==> config.mk <==
export PLATFORM = sky130hd
export DESIGN_NAME = apb_irq_ctrl
export DESIGN_NICKNAME = d
export VERILOG_FILES = /design/src/rtl/apb_irq_ctrl.sv
export SDC_FILE = /design/constraint.sdc
export NUM_CORES = 1
export LEC_CHECK = 0
export ABC_AREA = 1
export CAP_MARGIN = 25
export CORE_ASPECT_RATIO = 0.8
export CORE_UTILIZATION = 37
export CTS_CLUSTER_DIAMETER = 30
export DETAILED_ROUTE_END_ITERATION = 6
export HOLD_SLACK_MARGIN = 0.08
export MAX_ROUTING_LAYER = met4
export PLACE_DENSITY = 0.82
export SETUP_SLACK_MARGIN = 0.05
export SLEW_MARGIN = 20
export SYNTH_ARGS = -nofsm -noshare
export SYNTH_HDL_FRONTEND = slang
export SYNTH_SLANG_ARGS = --single-unit
==> constraint.sdc <==
create_clock -name PCLK -period 0.82 [get_ports PCLK]
set_input_delay 0.246 -clock PCLK [delete_from_list [all_inputs] [get_ports PCLK]]
set_output_delay 0.246 -clock PCLK [all_outputs]
set_load 0.1 [all_outputs]
==> src/rtl/apb_irq_ctrl.sv <==
// APB3 interrupt controller: synchronizes NUM_SRC asynchronous sources, applies per-source
// polarity, level/edge type and enable, latches them into a W1C pending register and drives one IRQ.
module apb_irq_ctrl #(
   parameter int NUM_SRC    = 4,
   parameter bit INTACTIVEH = 1'b1
) (
   input  logic               PCLK,
   input  logic               PRESETn,
   input  logic               PSEL,
   input  logic               PENABLE,
   input  logic               PWRITE,
   input  logic [4:2]         PADDR,
   input  logic [31:0]        PWDATA,
   output logic [31:0]        PRDATA,
   input  logic [NUM_SRC-1:0] SRC,
   output logic               IRQ
);

   typedef enum logic [2:0] {
      A_RAW      = 3'd0,
      A_ENABLE   = 3'd1,
      A_TYPE     = 3'd2,
      A_POLARITY = 3'd3,
      A_PENDING  = 3'd4,
      A_STATUS   = 3'd5,
      A_IRQID    = 3'd6,
      A_RSVD     = 3'd7
   } reg_addr_e;

   logic [NUM_SRC-1:0] r_s1;
   logic [NUM_SRC-1:0] r_s2;
   logic [NUM_SRC-1:0] r_qd;
   logic [NUM_SRC-1:0] r_enable;
   logic [NUM_SRC-1:0] r_type;
   logic [NUM_SRC-1:0] r_pol;
   logic [NUM_SRC-1:0] r_pending;
   logic               r_irq_int;
   logic [31:0]        r_prdata;

   reg_addr_e          w_addr;
   logic               w_wr_setup;
   logic               w_rd_setup;
   logic [NUM_SRC-1:0] w_q;
   logic [NUM_SRC-1:0] w_w1c;
   logic [NUM_SRC-1:0] w_status;
   logic [NUM_SRC-1:0] w_pending_nxt;
   logic [31:0]        w_irqid;
   logic [31:0]        w_rdata;
   logic               w_unused_pwdata;

   function automatic logic [31:0] zext(input logic [NUM_SRC-1:0] v);
      logic [31:0] r;
      r = '0;
      r[NUM_SRC-1:0] = v;
      return r;
   endfunction

   assign w_addr     = reg_addr_e'(PADDR);
   assign w_wr_setup = PSEL & PWRITE & ~PENABLE;
   assign w_rd_setup = PSEL & ~PWRITE & ~PENABLE;

   // Bits of PWDATA above NUM_SRC are deliberately ignored.
   assign w_unused_pwdata = ^PWDATA;

   assign w_q      = r_s2 ^ r_pol;
   assign w_w1c    = (w_wr_setup && w_addr == A_PENDING) ? PWDATA[NUM_SRC-1:0] : '0;
   assign w_status = r_pending & r_enable;

   // Edge bits: a fresh rising edge wins over a same-cycle W1C. Level bits just follow Q.
   assign w_pending_nxt = (r_type & ((w_q & ~r_qd) | (r_pending & ~w_w1c)))
                        | (~r_type & w_q);

   // NOTE: every flop uses non-blocking assignment so all state updates see pre-edge values.
   always_ff @(posedge PCLK or negedge PRESETn) begin
      if (!PRESETn) begin
         r_s1 <= '0;
         r_s2 <= '0;
         r_qd <= '0;
      end else begin
         r_s1 <= SRC;
         r_s2 <= r_s1;
         r_qd <= w_q;
      end
   end

   always_ff @(posedge PCLK or negedge PRESETn) begin
      if (!PRESETn) begin
         r_enable <= '0;
         r_type   <= '0;
         r_pol    <= '0;
      end else if (w_wr_setup) begin
         case (w_addr)
            A_ENABLE:   r_enable <= PWDATA[NUM_SRC-1:0];
            A_TYPE:     r_type   <= PWDATA[NUM_SRC-1:0];
            A_POLARITY: r_pol    <= PWDATA[NUM_SRC-1:0];
            default:    ;
         endcase
      end
   end

   always_ff @(posedge PCLK or negedge PRESETn) begin
      if (!PRESETn) begin
         r_pending <= '0;
         r_irq_int <= 1'b0;
      end else begin
         r_pending <= w_pending_nxt;
         r_irq_int <= |w_status;
      end
   end

   // NOTE: defaults first so no path through the loop can infer a latch.
   always_comb begin
      w_irqid     = '0;
      w_irqid[31] = |w_status;
      for (int i = NUM_SRC - 1; i >= 0; i--) begin
         if (w_status[i]) w_irqid[2:0] = 3'(i);
      end
   end

   always_comb begin
      w_rdata = '0;
      case (w_addr)
         A_RAW:      w_rdata = zext(w_q);
         A_ENABLE:   w_rdata = zext(r_enable);
         A_TYPE:     w_rdata = zext(r_type);
         A_POLARITY: w_rdata = zext(r_pol);
         A_PENDING:  w_rdata = zext(r_pending);
         A_STATUS:   w_rdata = zext(w_status);
         A_IRQID:    w_rdata = w_irqid;
         A_RSVD:     w_rdata = '0;
         default:    w_rdata = '0;
      endcase
   end

   // Read data lives for exactly one cycle: captured on the setup edge, zero otherwise.
   always_ff @(posedge PCLK or negedge PRESETn) begin
      if (!PRESETn) r_prdata <= '0;
      else          r_prdata <= w_rd_setup ? w_rdata : '0;
   end

   assign PRDATA = r_prdata;
   assign IRQ    = INTACTIVEH ? r_irq_int : ~r_irq_int;

endmodule

==> flow_summary_export.csv <==
group,metric,value,unit
outcome,status,"complete, but fails checks",
outcome,violations,"setup timing",
global_route,grt_util_all_layers,0.1719,
floorplanning,die_area,0.004852,mm2
setup_path,slowest_stage,"dfrtp_4",
setup_path,crit_buf_inv,1,
place,port_buffers,21,
timing,whs,0.3245,ns
setup_path,path_max_fanout,1,
detailed_routing,drt-pass1-iter-count,4,
timing,setup_slack,-0.3621,ns
setup_path,crit_chain,"buf_12",
pwr,vdd_drop_max,0.001324,V
detailed_routing,routed_via_density,4.635,
clock_tree,numCtsBuffers,5,
synthesis,synthCells,199,
global_route,grt_first_pass_wirelength,6.085,mm
place,dp_cells,294,
floorplanning,initial_utilization,0.3953,
clock_tree,clock_latency,0.29,ns
detailed_routing,num_vias,1446,
setup_path,crit_required,0.57,ns
timing,maxSlewViolCount,0,
place,postPlaceCellArea,0.002142,mm2
timing,fin_skew,0.003995,ns
synthesis,ys_seq_area_frac,0.5026,
clock_tree,ctsRootBufferMaster,"clkbuf_8",
pwr,leakagePower,1.208,nW
setup_path,worstSetupEndpointType,"primary output",
floorplanning,rows,21,
synthesis,synth_top_cell_area_share,0.5026,
timing,rsz0062_at_grt,"true",
detailed_routing,antenna_left,0,
setup_path,r2r_cells,5,
detailed_routing,drc,0,
global_route,grt_max_degree,35,
timing,finalSetupTns,-3.168,ns
layout,diodes,0,
setup_path,crit_family,"flip-flops",
floorplanning,ios,77,
clock_tree,cts_max_level,2,
synthesis,synth-seq-cells,34,
hold_path,hp-class,"in2async",
timing,layout_min_cycle_time,1.182,ns
clock_tree,path_clk_slew,0.06,ns
clock_tree,cts_tree,"built",
setup_path,worst_ep_arrival_time,0.94,ns
synthesis,synth_warnings,0,
job,cap_violations,0,
global_route,antenna_found_initial,0,
floorplanning,die_w,77.63,um
timing,fin_crit_sh,1.442,
synthesis,yosys-top-cells-area,"dfrtp_1 50%, buf_4 12%, nand2_1 12%",
layout,drive_gt1_frac,0.4275,
layout,fin_cells,312,
clock_tree,hold_buffers,0,
floorplanning,die_h,62.50,um
synthesis,syn_avg_cell_area,8.507,um2
layout,postLayoutCellArea,0.002537,mm2
detailed_routing,route.detailed.wl_per_inst,13.38,um
place,post-dp-hpwl,2.608,mm
setup_path,cp_slowest_stage_delay,0.48,ns
setup_path,crit_type,"reg2out",
timing,setup_viol,18,
synthesis,yosysUniqueCellTypes,21,
pwr,pwr_density_cell,2160,mW/mm2
timing,timing.fmax,0.8460,GHz
setup_path,cp-start-kind,"flop",
synthesis,synth_area,0.001693,mm2
detailed_routing,wl,4.176,mm
detailed_routing,drtIter0Drc,123,
global_route,first_global_vias,1325,
synthesis,yosys.area.top_type,"dfrtp_1",
timing,hold_viol,0,
layout,fin_nets,299,
setup_path,worst-path-stages,1,
clock_tree,cts_max_path_buffers,2,
place,gp_congestion,0.8826,
global_route,gr-total-overflow,0,
clock_tree,cts.sinks,34,
layout,area_growth,49.89,%
floorplanning,core_area,0.004283,mm2
-- cell families after synthesis --
family / count (synthesis) / synth area share
AND/OR/NAND/NOR: 95 / 0.2542
buffers and inverters: 47 / 0.1656
flip-flops: 34 / 0.5026
AO/OA/AOI/OAI: 18 / 0.05469
XOR/XNOR: 4 / 0.02069
other: 1 / 0.002215
-- final cells by class --
cell class,instances,area [um2]
Inverter,18,80.08
Sequential cell,34,870.8
Fill cell,336,1745
Clock buffer,7,76.32
Tap cell,57,71.32
Multi-Input combinational cell,144,884.6
Timing Repair Buffer,52,554.3
-- worst paths after layout --
| check | startpoint | end | slack, ns |
|---|---|---|---|
| max | PRDATA[2]$_DFF_PN0_ | PRDATA[2] | -0.36 |
| min | PRESETn | PRDATA[2]$_DFF_PN0_ | 0.32 |
| max reg2reg | r_pol[3]$_DFFE_PN0P_ | PRDATA[3]$_DFF_PN0_ | -0.21 |
| min reg2reg | r_s1[1]$_DFF_PN0_ | r_s2[1]$_DFF_PN0_ | 0.35 |
| max in group asynchronous | PRESETn | PRDATA[0]$_DFF_PN0_ | 0.30 |
| min in group PCLK | r_s1[1]$_DFF_PN0_ | r_s2[1]$_DFF_PN0_ | 0.35 |
-- Yosys cell counts, drive strengths merged --
library cell	count
nand2	59
dfrtp	34
buf	29
inv	18
nor2	17
o21ai	16
nand3	13
nand4	4
xor2	4
a21boi	1
a21oi	1
conb	1
nor3	1
nor3b	1
-- per-stage QoR --
step,util,power (mW),setup slack (ns)
after global placement,0.5001,3.897,-0.6979
after CTS,0.5597,5.242,-0.3637
final,0.5925,5.481,-0.3621
after floorplan,-,3.450,-0.1340
after detailed placement,0.5001,3.945,-0.7341
after global routing,0.5925,5.724,-0.3834
-- report_power, final --
| group | internal (mW) | switching [mW] |
|---|---|---|
| Combinational | 0.766 | 1.37 |
| Sequential | 1.96 | 0.253 |
| Clock | 0.583 | 0.551 |
| Total | 3.31 | 2.17 |
-- metal layers --
layer | global-route usage | vias up | share of wire
met2 | 0.2721 | 70 | 0.50
li1 | - | 679 | -
met3 | 0.04964 | 14 | 0.081
met1 | 0.2000 | 683 | 0.40
met5 | - | - | 0
met4 | 0.08491 | 0 | 0.025
-- flip-flops by register name, indices dropped and copies added, names as in the netlist --
| name | count |
|---|---|
| r_type | 4 |
| IRQ | 1 |
| r_pending | 4 |
| r_s2 | 4 |
| r_pol | 4 |
| PRDATA | 5 |
| r_s1 | 4 |
| r_qd | 4 |
| r_enable | 4 |
-- cells in the final DEF (no fill, tap or decap), drive strengths merged --
cell	count
clkdlybuf4s50	9
o21ai	16
nand4	4
dfrtp	34
xor2	4
buf	43
nor3	1
nand2	59
clkbuf	7
nand3	13
nor2	17
conb	27
inv	18
a21boi	1
a21oi	1
nor3b	1
-- what timing repair did --
action,4_1_cts,5_1_grt
endpoints found under the setup margin,30,30
resized for setup,60,36
pin swaps,18,21
buffers inserted,6,8
(Power assumes the default switching activity.)
